[config.mk]
export PLATFORM = sky130hd
export DESIGN_NAME = glitch_monitor
export DESIGN_NICKNAME = d
export VERILOG_FILES = /design/src/rtl/glitch_monitor_pkg.sv /design/src/rtl/glitch_sync.sv /design/src/rtl/glitch_monitor.sv
export SDC_FILE = /design/constraint.sdc
export NUM_CORES = 1
export LEC_CHECK = 0
export BUFFER_PORTS_ARGS = -buffer_cell sky130_fd_sc_hd__buf_2
export CAP_MARGIN = 20
export CORE_MARGIN = 1
export CORE_UTILIZATION = 35
export DETAILED_ROUTE_END_ITERATION = 8
export GPL_ROUTABILITY_DRIVEN = 0
export PLACE_DENSITY_LB_ADDON = 0.15
export SYNTH_ARGS = -nofsm -noshare
export SYNTH_HDL_FRONTEND = slang
export SYNTH_SLANG_ARGS = --single-unit
[constraint.sdc]
create_clock -name clk -period 2.6 [get_ports clk]
set_input_delay 0.52 -clock clk [delete_from_list [all_inputs] [get_ports clk]]
set_output_delay 0.52 -clock clk [all_outputs]
set_load 0.05 [all_outputs]
[src/rtl/glitch_monitor_pkg.sv]
// Shared definitions for the glitch monitor: FSM state encoding and default sizing.
package glitch_monitor_pkg;

    typedef enum logic {
        ST_IDLE  = 1'b0,
        ST_PULSE = 1'b1
    } state_t;

    localparam int WIDTH_W_DEF     = 8;
    localparam int CNT_W_DEF       = 16;
    localparam int SYNC_STAGES_DEF = 2;

endpackage

[src/rtl/glitch_sync.sv]
// Multi-flop synchroniser for an asynchronous single-bit line, preset to a known level on reset.
module glitch_sync
    import glitch_monitor_pkg::*;
#(
    parameter int   STAGES = SYNC_STAGES_DEF,
    parameter logic PRESET = 1'b1
) (
    input  logic clk,
    input  logic rst,
    input  logic d,
    output logic q
);

    logic [STAGES-1:0] chain;

    // Preset avoids a phantom excursion right after reset release.
    always_ff @(posedge clk or posedge rst) begin
        if (rst) begin
            chain <= {STAGES{PRESET}};
        end else begin
            chain <= {chain[STAGES-2:0], d};
        end
    end

    assign q = chain[STAGES-1];

endmodule

[src/rtl/glitch_monitor.sv]
// Measures excursions of a static line away from its idle level and reports them as events.
// Optional macro GLITCH_MONITOR_TSTAMP_EN adds a start-of-excursion timestamp output.
module glitch_monitor
    import glitch_monitor_pkg::*;
#(
    parameter int   WIDTH_W     = WIDTH_W_DEF,
    parameter int   CNT_W       = CNT_W_DEF,
    parameter int   SYNC_STAGES = SYNC_STAGES_DEF,
    parameter logic IDLE_LEVEL  = 1'b1
) (
    input  logic               clk,
    input  logic               rst,
    input  logic               enable,
    input  logic               mon_in,
    input  logic               clr_count,
    input  logic               evt_ready,
    output logic               evt_valid,
    output logic [WIDTH_W-1:0] evt_width,
    output logic [CNT_W-1:0]   evt_count,
    output logic               overflow,
    output logic               busy
`ifdef GLITCH_MONITOR_TSTAMP_EN
    ,
    output logic [CNT_W-1:0]   evt_tstamp
`endif
);

    function automatic logic [WIDTH_W-1:0] sat_inc_width(input logic [WIDTH_W-1:0] v);
        return (&v) ? v : v + WIDTH_W'(1);
    endfunction

    function automatic logic [CNT_W-1:0] sat_inc_count(input logic [CNT_W-1:0] v);
        return (&v) ? v : v + CNT_W'(1);
    endfunction

    logic               s;
    logic               deviant;
    state_t             state;
    state_t             state_nxt;
    logic [WIDTH_W-1:0] width;
    logic [WIDTH_W-1:0] width_nxt;
    logic               pulse_end;
    logic               load;
    logic               drop;

    glitch_sync #(
        .STAGES (SYNC_STAGES),
        .PRESET (IDLE_LEVEL)
    ) u_sync (
        .clk (clk),
        .rst (rst),
        .d   (mon_in),
        .q   (s)
    );

    assign deviant = (s != IDLE_LEVEL);
    assign busy    = (state == ST_PULSE);

    always_comb begin
        state_nxt = state;
        width_nxt = width;
        pulse_end = 1'b0;
        if (!enable) begin
            state_nxt = ST_IDLE;
        end else begin
            case (state)
                ST_IDLE: begin
                    if (deviant) begin
                        state_nxt = ST_PULSE;
                        width_nxt = WIDTH_W'(1);
                    end
                end
                ST_PULSE: begin
                    if (deviant) begin
                        width_nxt = sat_inc_width(width);
                    end else begin
                        state_nxt = ST_IDLE;
                        pulse_end = 1'b1;
                    end
                end
                default: state_nxt = ST_IDLE;
            endcase
        end
    end

    // A pending record blocks a new one unless it is being accepted this same cycle.
    assign load = pulse_end && (!evt_valid || evt_ready);
    assign drop = pulse_end && evt_valid && !evt_ready;

    always_ff @(posedge clk or posedge rst) begin
        if (rst) begin
            state <= ST_IDLE;
            width <= '0;
        end else begin
            state <= state_nxt;
            width <= width_nxt;
        end
    end

    always_ff @(posedge clk or posedge rst) begin
        if (rst) begin
            evt_valid <= 1'b0;
            evt_width <= '0;
        end else if (load) begin
            evt_valid <= 1'b1;
            evt_width <= width;
        end else if (evt_valid && evt_ready) begin
            evt_valid <= 1'b0;
        end
    end

    // Clear takes priority over a simultaneous increment or drop.
    always_ff @(posedge clk or posedge rst) begin
        if (rst) begin
            evt_count <= '0;
            overflow  <= 1'b0;
        end else if (clr_count) begin
            evt_count <= '0;
            overflow  <= 1'b0;
        end else begin
            if (pulse_end) begin
                evt_count <= sat_inc_count(evt_count);
            end
            if (drop) begin
                overflow <= 1'b1;
            end
        end
    end

`ifdef GLITCH_MONITOR_TSTAMP_EN
    logic [CNT_W-1:0] tstamp_ctr;
    logic [CNT_W-1:0] tstamp_cap;

    always_ff @(posedge clk or posedge rst) begin
        if (rst) begin
            tstamp_ctr <= '0;
            tstamp_cap <= '0;
            evt_tstamp <= '0;
        end else begin
            tstamp_ctr <= tstamp_ctr + CNT_W'(1);
            if (state == ST_IDLE && state_nxt == ST_PULSE) begin
                tstamp_cap <= tstamp_ctr;
            end
            if (load) begin
                evt_tstamp <= tstamp_cap;
            end
        end
    end
`endif

endmodule

* Word level (Yosys, flattened, before mapping) *
Cells that the tools add are included.

word-level totals
  bits in registers = 37
  input port bits = 6
  output and inout port bits = 27
  word-level logic and storage cells = 44

cells by class
  add/subtract/negate cells = 2
  equality and inequality tests = 4
  muxes and demuxes = 16
  bitwise gates (word level) = 1
  reductions and logical operators = 14

operators by type and width
  operator               count
  $mux 16                3
  $mux 8                 3
  $add 16x1->16 const B  1
  $pmux 8 s2             1
  $reduce_and 16->1      1
  $mux 1                 9
  $add 8x1->8 const B    1
  $ne 2x2->1 const B     4
  $reduce_and 8->1       1
  $reduce_bool 2->1      3
  $logic_and 1x1->1      4
  $reduce_and 4->1       1
  $logic_not 1->1        2
  $reduce_and 2->1       1
  $logic_or 1x1->1       1
  $not 1->1              1

* Logic depth before layout (Yosys ltp) *
Gate-level depths: netlist of run 1.

  word-level depth = 7
  depth in mapped cells = 6
  gate-level depth less buffers = 5

* Cells and area by module *
A second synthesis of run 1 with hierarchy kept.

second synthesis, totals
  cell total of the unflattened synthesis = 178
  area, all modules = 1818.0 um^2

by module, submodules not included
  module          instances  cells an instance  area an instance (um^2)  sequential area each (um^2)
  glitch_monitor  1          175                1761.7                   875.8
  glitch_sync     1          3                  56.3                     52.6

* Worst setup path before layout of run 1 *
No wires, ideal clock.

  path type = register to register
  start = reg evt_count[0]
  end = reg evt_count[12]
  library setup time = 0.147 ns
  data arrival time = 2.095 ns
  required time = 2.453 ns
  setup slack = 0.357 ns
  cell stages (with the launch flop) = 6
  buffers on the path = 0
  period minus slack after synthesis = 2.243 ns
  cells stage by stage = dfrtp_1 -> ha_1 -> nand4_4 -> or4_4 -> o311ai_0 -> o41ai_1

on the way
  cells in the longest elaborated chain, start to end = 4
  elaborated cells on any way between the ends = 7
  those cells by class = add/sub (1); eq/ne (1); mux (3); reduce/logical (2)

ends and longest elaborated chain
  item                      line                   text
  start: declaration        glitch_monitor.sv:19   output logic [CNT_W-1:0] evt_count,
  start signal: assignment  glitch_monitor.sv:122  evt_count <= sat_inc_count(evt_count);
  $add 16x1->16             glitch_monitor.sv:33   return (&v) ? v : v + CNT_W'(1);
  $mux 16                   glitch_monitor.sv:33
  $mux 16                   glitch_monitor.sv:121  if (pulse_end) begin
  $mux 16                   glitch_monitor.sv:117  end else if (clr_count) begin

Parallel ways exist; a longest one is shown, timed or not. The select of a mux whose other input is x is not followed.
A chain may end at the register's enable or synchronous reset.

* Final worst setup path of run 1 *
  start = reg evt_count[1]
  end = reg evt_count[12]

Same word-level chain as after synthesis.

==> flow_summary_export.csv, run 1 <==
group,metric,value,unit
outcome,status,"finished clean",
critical_path,critPathKind,"register to register",
sta,slew_headroom,0.4544,
power_and_ir_drop,leakagePower,0.9864,nW
global_route,overflow,0,
floorplanning,die_h,74.15,um
cells_and_area,multiInputGateArea,858.3,sq um
route,drt-initial-drc-count,75,
critical_path,slowest_delay,0.58,ns
route,vias,1515,
global_route,grt_use_total,0.1562,
cts,clkSinkCount,37,
floorplanning,start_util,0.3733,
floorplanning,die-area,0.005497,sq mm
synthesis,yosysTopAreaCell,"dfrtp_1",
route,wire_per_inst,14.21,um
flow_run,max_cap_violations,0,
sta,holdWs,0.3204,ns
global_route,grt_pass1_wl,6541,um
global_route,grt_antenna_before_repair,0,
power_and_ir_drop,netSwitchingFraction,0.3028,
cells_and_area,num_antenna_cells,0,
synthesis,yosysUniqueCellTypes,40,
cts,clk_latency,0.29,ns
cts,clkTransAtPathRegs,0.08,ns
worst_hold_path,hold_class,"primary input to asynchronous set/reset pin",
sta,finalSetupViolations,0,
synthesis,yosysTopAreaCellShare,0.4808,
floorplanning,design.portCount,33,
power_and_ir_drop,p_total,1.217,mW
floorplanning,fp.coreArea,0.004880,sq mm
floorplanning,rows,25,
sta,fmax,479.0,MHz
cells_and_area,drive_gt1_frac,0.3005,
global_route,grt_max_degree,38,
critical_path,crit_path_max_fanout,6,
place,dp.final_hpwl,2803,um
critical_path,slowest_stage,"or4_4",
synthesis,ys_seq_elements,37,
power_and_ir_drop,power.internal,0.8482,mW
synthesis,synth_flop_cell,"dfrtp_1",
cts,cts_max_level,2,
sta,final.setup_skew,0.007918,ns
synthesis,synth_area_leaders,"dfrtp_1 (48%), mux2_2 (6.8%), o21ai_0 (3.6%)",
sta,hold_viol_final,0,
sta,timing.final.crit_share,0.8029,
sta,worst_pin_slew,0.8082,ns
critical_path,cp.required,2.75,ns
power_and_ir_drop,p_per_area,561.5,mW/mm^2
synthesis,async_reset_ff_frac,1.000,
cts,ctsHoldBuffers,0,
cts,clock_path_buffers,2,
cells_and_area,final-seq-area,928.4,sq um
route,viasPerCell,5.411,
cts,tritoncts,"done",
cts,post_cts_buffers,0,
cells_and_area,nets,220,
power_and_ir_drop,p_sw,0.3685,mW
cts,cts_root_buf,"clkbuf_8",
cells_and_area,syn_to_final_growth,18.96,%
power_and_ir_drop,seq_power_share,0.527,
synthesis,syn_nets,182,
sta,fin_crit,2.088,ns
cells_and_area,fillers,494,
synthesis,synth_area,0.001822,sq mm
power_and_ir_drop,ir_drop,0.3335,mV
critical_path,cp-start-kind,"register",
sta,rsz0062_at_grt,"false",
sta,setup_tns,0,ns
critical_path,arrival,2.24,ns
synthesis,avgSynthCellArea,10.47,sq um
power_and_ir_drop,power.share.clock,0.331,
sta,maxSlewViolCount,0,
global_route,grt_pass1_vias,1409,
critical_path,crit_chain,"ha_1 -> nand4_4 -> or4_4 -> o311ai_0 -> o41ai_1",
synthesis,synthTopCellsByCount,"dfrtp_1 (35), nand2_1 (14), o21ai_0 (13)",
critical_path,critPathCaptureType,"register",
route,routed_wl,3979,um
cts,ctsResizeCount,0,
synthesis,synth_most_common_cell,"dfrtp_1",
synthesis,seq_area_frac_synth,0.5096,
power_and_ir_drop,p_comb_frac,0.142,
cts,cts_buffers,5,
synthesis,yosysWarnings,0,
route,drc,0,
place,dp.cells,272,
place,io_buffers,32,
route,drtAntennaViolNets,0,
cells_and_area,stdcell_count,280,
floorplanning,fp.dieW,74.15,um
synthesis,synth-edff-count,0,
route,firstDrtPassIters,4,
synthesis,syn_inst,174,
-- critical path: cells and delay by family, from the launching register on --
family | cells | cell delay [ns]
simple gates | 2 | 0.74
flops | 1 | 0.45
compound gates | 2 | 0.46
fa+ha+maj | 1 | 0.29
-- logic make-up (layout without fill, tap and decap cells) --
logic type                 after synthesis  in the layout  synth area share
DFF                                     37             37            0.5096
muxes                                   13             13           0.07898
and+or+nand+nor                         73             73            0.2363
adders and majority gates                2              2           0.01373
buffers and inverters                    9             48           0.01923
AOI/OAI and AO/OA                       40             40            0.1422
-- state kept, by name (all words and copies together) (netlist names) --
register      flops
width             8
busy              1
evt_count        16
overflow          1
u_sync.chain      2
evt_valid         1
evt_width         8
-- power groups by stage --
stage | Clock [mW] | Combinational [mW] | Sequential [mW]
6_report | 0.403 | 0.173 | 0.641
5_1_grt | 0.440 | 0.185 | 0.646
4_1_cts | 0.415 | 0.175 | 0.641
3_5_place_dp | 0 | 0.175 | 0.652
3_3_place_gp | 0 | 0.172 | 0.650
2_1_floorplan | 0 | 0.0611 | 0.715
-- worst paths after layout --
check,endpoint,depth (start not counted),start,slack (ns)
worst max-delay path,evt_count[12],5,evt_count[1],0.51
worst min-delay path,evt_width[1],3,rst,0.32
worst max register to register,evt_count[12],5,evt_count[1],0.51
worst min register to register,u_sync.chain[1],0,u_sync.chain[0],0.35
max in group asynchronous,u_sync.chain[0],3,rst,1.93
min in group clk,u_sync.chain[0],1,mon_in,0.33
-- metal layers --
metal,share of wire,track usage,routed length (um)
met1,0.48,0.2015,1920
met2,0.46,0.2465,1837
met3,0.046,0.05014,182
met4,0.0096,0.05556,38
met5,0,0,0
-- stage by stage --
stage	area (sq um)	worst slack, ns	utilization
6_report	2167	0.5124	0.4441
5_1_grt	2167	0.4274	0.4441
4_1_cts	2167	0.5364	0.4441
3_5_place_dp	2079	0.5541	0.4262
3_3_place_gp	2079	0.6287	0.4262
2_1_floorplan	1822	0.3574	-
-- layout by cell type (no fill, tap or decap), drive strengths merged, types with 2 or more instances in the layout --
cell type  count
nand4          6
buf           37
nor2b          6
inv            3
nor2          10
clkbuf         6
o21ai         13
or4            5
or3            5
mux2i          2
o31ai          6
and3           3
nand3         11
a21oi          9
nand2         14
nor3           3
a41oi          2
o41ai          2
mux2          11
nor4           5
nand3b         2
ha             2
dfrtp         35
dfstp          2
clkinvlp       2
o311ai         2
-- final cells by class --
type | count | share of cell area
clock inverter | 2 | 0.006928
tap | 67 | 0.03868
multi-input combinational | 128 | 0.3961
timing repair buffer | 37 | 0.09122
sequential | 37 | 0.4284
inverter | 3 | 0.005196
clock buffer | 6 | 0.03349
(Power assumes the default switching activity.)
==> run 2: changes to the inputs <==
Clock period 2.6 ns to 2.05 ns, I/O delays scaled along.
==> flow_summary_export.csv, run 2 (synthesis results as in run 1) <==
group,metric,value,unit
flow_run,max_cap_violations,0,
route,vias,1552,
route,firstDrtPassIters,4,
cts,clock_path_buffers,2,
cells_and_area,layout_commonest_cell,"dfrtp_1",
route,wl_met3,254,um
cells_and_area,top_regs,"evt_count x16, evt_width x8, width x8",
floorplanning,start_util,0.3733,
cells_and_area,final_cell_mix,"dfrtp_1 (33), buf_2 (32), nand2_1 (14)",
sta,worst_pin_slew,0.4773,ns
sta,final.setup_skew,0.004865,ns
critical_path,crit_family,"simple AND/OR/NAND/NOR gates",
power_and_ir_drop,leakagePower,1.003,nW
sta,rsz0062_at_grt,"false",
worst_hold_path,hold_class,"primary input to asynchronous set/reset pin",
floorplanning,die-area,0.005497,sq mm
sta,setup_tns,0,ns
place,io_buffers,32,
floorplanning,design.portCount,33,
critical_path,critPathCaptureType,"register",
sta,finalSetupViolations,0,
cts,post_cts_buffers,0,
cells_and_area,fin_area,0.002197,sq mm
route,routed-wl-met2,1922,um
place,dp.cells,275,
critical_path,cp-start-kind,"register",
global_route,overflow,0,
floorplanning,die_h,74.15,um
critical_path,critPathKind,"register to register",
cells_and_area,top_register,"evt_count",
cts,ctsResizeCount,0,
place,dpl_cell_area,0.002107,sq mm
global_route,grt_use_total,0.1708,
sta,timing.final.ws_setup,0.09927,ns
cts,cts_buffers,5,
cells_and_area,utilization,0.4503,
cells_and_area,largest_reg_flops,16,
route,routed_wl,4133,um
critical_path,r2r_start,"evt_count[1]",
critical_path,crit_chain,"ha_2 -> nand4_4 -> or4_4 -> or3_1 -> a21oi_1",
power_and_ir_drop,p_total,1.566,mW
cts,clk_latency,0.29,ns
outcome,status,"finished clean",
sta,timing.final.crit_share,0.9516,
route,wire_per_inst,14.60,um
critical_path,startpoint,"evt_count[1]",
route,drtAntennaViolNets,0,
critical_path,crit_path_max_fanout,6,
route,highest_layer,"met4",
route,drc,0,
route,drt-initial-drc-count,70,
cts,clkSinkCount,37,
sta,maxSlewViolCount,0,
critical_path,cp.required,2.26,ns
critical_path,worstRegToRegCells,5,
power_and_ir_drop,p_per_area,712.6,mW/mm^2
global_route,grt_pass1_wl,7113,um
place,dp.final_hpwl,2893,um
route,wl_met1,1906,um
cells_and_area,nets,223,
floorplanning,rows,25,
sta,holdWs,0.2166,ns
critical_path,arrival,2.16,ns
global_route,grt_pass1_vias,1538,
sta,fmax,512.6,MHz
cts,cts_root_buf,"clkbuf_8",
sta,fin_crit,1.951,ns
cells_and_area,num_antenna_cells,0,
cts,cts_max_level,2,
floorplanning,fp.coreArea,0.004880,sq mm
critical_path,critPathBufInv,0,
global_route,grt_max_degree,38,
cells_and_area,syn_to_final_growth,20.60,%
global_route,grt_antenna_before_repair,0,
place,place_ws,0.1192,ns
route,viasPerCell,5.484,
cells_and_area,stdcell_count,283,
cts,clkTransAtPathRegs,0.07,ns
sta,slew_headroom,0.6818,
cts,tritoncts,"done",
critical_path,cp.depth,5,
cells_and_area,drive_gt1_frac,0.3194,
power_and_ir_drop,ir_drop,0.3670,mV
critical_path,slowest_delay,0.58,ns
critical_path,slowest_stage,"or4_4",
sta,hold_viol_final,0,
floorplanning,fp.dieW,74.15,um
cts,ctsHoldBuffers,0,
-- run 2: cell types whose count changed in the layout (fill, tap and decap cells not counted), sizes merged --
cell / before / now
clkbuf: 6 / 8
buf: 37 / 40
clkinvlp: 2 / 0
-- run 2: worst paths after layout --
check / endpoint / slack [ns]
setup / recovery: evt_count[10] / 0.1
hold / removal: evt_width[0] / 0.22
setup reg to reg: evt_count[10] / 0.1
hold reg to reg: u_sync.chain[1] / 0.37
max in group asynchronous: u_sync.chain[1] / 1.47
min in group clk: u_sync.chain[0] / 0.22
-- run 2: routing by layer --
metal,track usage,vias up
met3,0.04336,7
met2,0.2657,51
met1,0.2332,752
met5,0,-
li1,-,742
met4,0.05556,0
-- run 2: where the power goes --
part / internal (mW) / switching (mW)
combinational: 0.0636 / 0.159
sequential: 0.775 / 0.0360
clock: 0.274 / 0.257
-- run 2: tightest hold or removal path, delay by kind of cell --
kind,cells,cell delay (ns)
buffers and inverters,3,0.53
-- run 2: area by class of cell --
class / instances / area (sq um)
sequential: 37 / 930.9
tap: 67 / 83.83
timing repair buffer: 40 / 220.2
inverter: 3 / 11.26
multi-input combinational: 128 / 860.8
fill: 493 / 2683
clock buffer: 8 / 90.09
==> run 3: changes to the inputs <==
Settings changed: CORE_UTILIZATION 35 to 50.
==> flow_summary_export.csv, run 3 (synthesis results as in run 1) <==
group,metric,value,unit
outcome,status,"finished clean",
sta,maxSlewViolCount,0,
cells_and_area,syn_to_final_growth,17.44,%
worst_hold_path,hold_class,"primary input to asynchronous set/reset pin",
critical_path,critPathCaptureType,"register",
global_route,grt_max_degree,38,
power_and_ir_drop,ir_drop,0.6531,mV
place,place_ws,0.1056,ns
route,wire_per_inst,14.98,um
cells_and_area,drive_gt1_frac,0.3194,
route,drt-initial-drc-count,103,
cts,ctsHoldBuffers,0,
critical_path,critPathKind,"register to register",
sta,slew_headroom,0.6936,
cts,cts_root_buf,"clkbuf_4",
critical_path,crit_path_max_fanout,7,
global_route,overflow,0,
sta,hold_viol_final,0,
power_and_ir_drop,leakagePower,0.9900,nW
route,drtAntennaViolNets,0,
cells_and_area,top_regs,"evt_count x16, evt_width x8, width x8",
floorplanning,design.portCount,33,
sta,setup_tns,0,ns
power_and_ir_drop,p_per_area,667.0,mW/mm^2
cts,tritoncts,"done",
floorplanning,fp.coreArea,0.003416,sq mm
sta,final.setup_skew,0.009472,ns
flow_run,max_cap_violations,0,
route,viasPerCell,5.905,
floorplanning,fp.dieW,62.36,um
sta,fmax,511.7,MHz
cts,post_cts_buffers,0,
cells_and_area,layout_commonest_cell,"dfrtp_1",
critical_path,arrival,2.21,ns
cells_and_area,top_register,"evt_count",
cts,clk_latency,0.32,ns
sta,timing.final.ws_setup,0.09555,ns
global_route,grt_use_total,0.2282,
cts,cts_max_level,2,
global_route,grt_pass1_wl,6969,um
floorplanning,rows,21,
sta,fin_crit,1.954,ns
cts,clkTransAtPathRegs,0.11,ns
floorplanning,start_util,0.5333,
critical_path,crit_family,"simple AND/OR/NAND/NOR gates",
global_route,grt_antenna_before_repair,0,
cts,cts_buffers,5,
sta,rsz0062_at_grt,"false",
critical_path,slowest_stage,"or4_4",
sta,timing.final.crit_share,0.9534,
route,routed_wl,3924,um
critical_path,slowest_delay,0.59,ns
power_and_ir_drop,p_total,1.427,mW
global_route,grt_pass1_vias,1475,
floorplanning,die_h,62.36,um
critical_path,critPathBufInv,0,
critical_path,cp-start-kind,"register",
sta,worst_pin_slew,0.4596,ns
place,dp.final_hpwl,2788,um
cells_and_area,nets,223,
sta,finalSetupViolations,0,
place,io_buffers,32,
cts,clkSinkCount,37,
cells_and_area,largest_reg_flops,16,
route,drc,0,
cts,clock_path_buffers,2,
critical_path,cp.required,2.31,ns
cells_and_area,final_cell_mix,"dfrtp_1 (33), buf_2 (32), nand2_1 (14)",
cells_and_area,num_antenna_cells,0,
critical_path,crit_chain,"ha_2 -> nand4_4 -> or4_4 -> or3_1 -> a21oi_1",
route,vias,1547,
route,firstDrtPassIters,4,
floorplanning,die-area,0.003889,sq mm
## run 3: changes by cell type in the layout (fill, tap and decap cells not counted)
cell / previous run / this run
clkbuf_4: 0 / 5
clkbuf_8: 6 / 1
## run 3: what timing repair did
item | in CTS | in global routing
setup endpoints to repair | 0 | 1
endpoints found under the hold margin | 0 | 0
gates resized for setup | 0 | 1
## run 3: worst register-to-register path, stage by stage (launching register included)
cell and delay (ns):
dfrtp_2 0.44, ha_2 0.25, nand4_4 0.14, or4_4 0.59, or3_1 0.33, a21oi_1 0.15
## run 3: metrics by stage
stage	cell area, sq um	utilization	hold slack, ns	cells
6_report	2140	0.6264	0.1766	262
4_1_cts	2140	0.6264	0.1614	262
3_3_place_gp	2081	0.6092	0.3494	254
3_5_place_dp	2081	0.6092	0.3516	254
2_1_floorplan	1827	-	0.3452	174
5_1_grt	2140	0.6264	0.1487	262
## run 3: where the power goes
| group | total (mW) | internal (mW) | switching [mW] | leakage, nW |
|---|---|---|---|---|
| Combinational | 0.228 | 0.0647 | 0.163 | 0.462 |
| Sequential | 0.809 | 0.774 | 0.0344 | 0.495 |
| Clock | 0.390 | 0.170 | 0.221 | 0.0326 |
| Total | 1.43 | 1.01 | 0.418 | 0.990 |
## run 3: worst paths after layout
kind / from / end / slack, ns / cells after the start
min: rst / evt_count[10] / 0.18 / 3
max: evt_count[0] / evt_count[10] / 0.1 / 5
min reg2reg: u_sync.chain[0] / u_sync.chain[1] / 0.36 / 0
min in group clk: mon_in / u_sync.chain[0] / 0.18 / 1
max reg2reg: evt_count[0] / evt_count[10] / 0.1 / 5
max in group asynchronous: rst / u_sync.chain[0] / 1.53 / 3
## run 3: final cells by class
type                       count  area, sq um
inverter                       3        11.26
clock buffer                   8        58.81
sequential                    37        930.9
timing repair buffer          40        220.2
multi-input combinational    128        860.8
fill                         320         1276
tap                           46        57.56
## run 3: per-layer routing
| metal | routed length [um] | track usage |
|---|---|---|
| met1 | 1884 | 0.3156 |
| met4 | 21 | 0.05814 |
| met2 | 1829 | 0.3530 |
| met3 | 190 | 0.06618 |
| met5 | 0 | 0 |
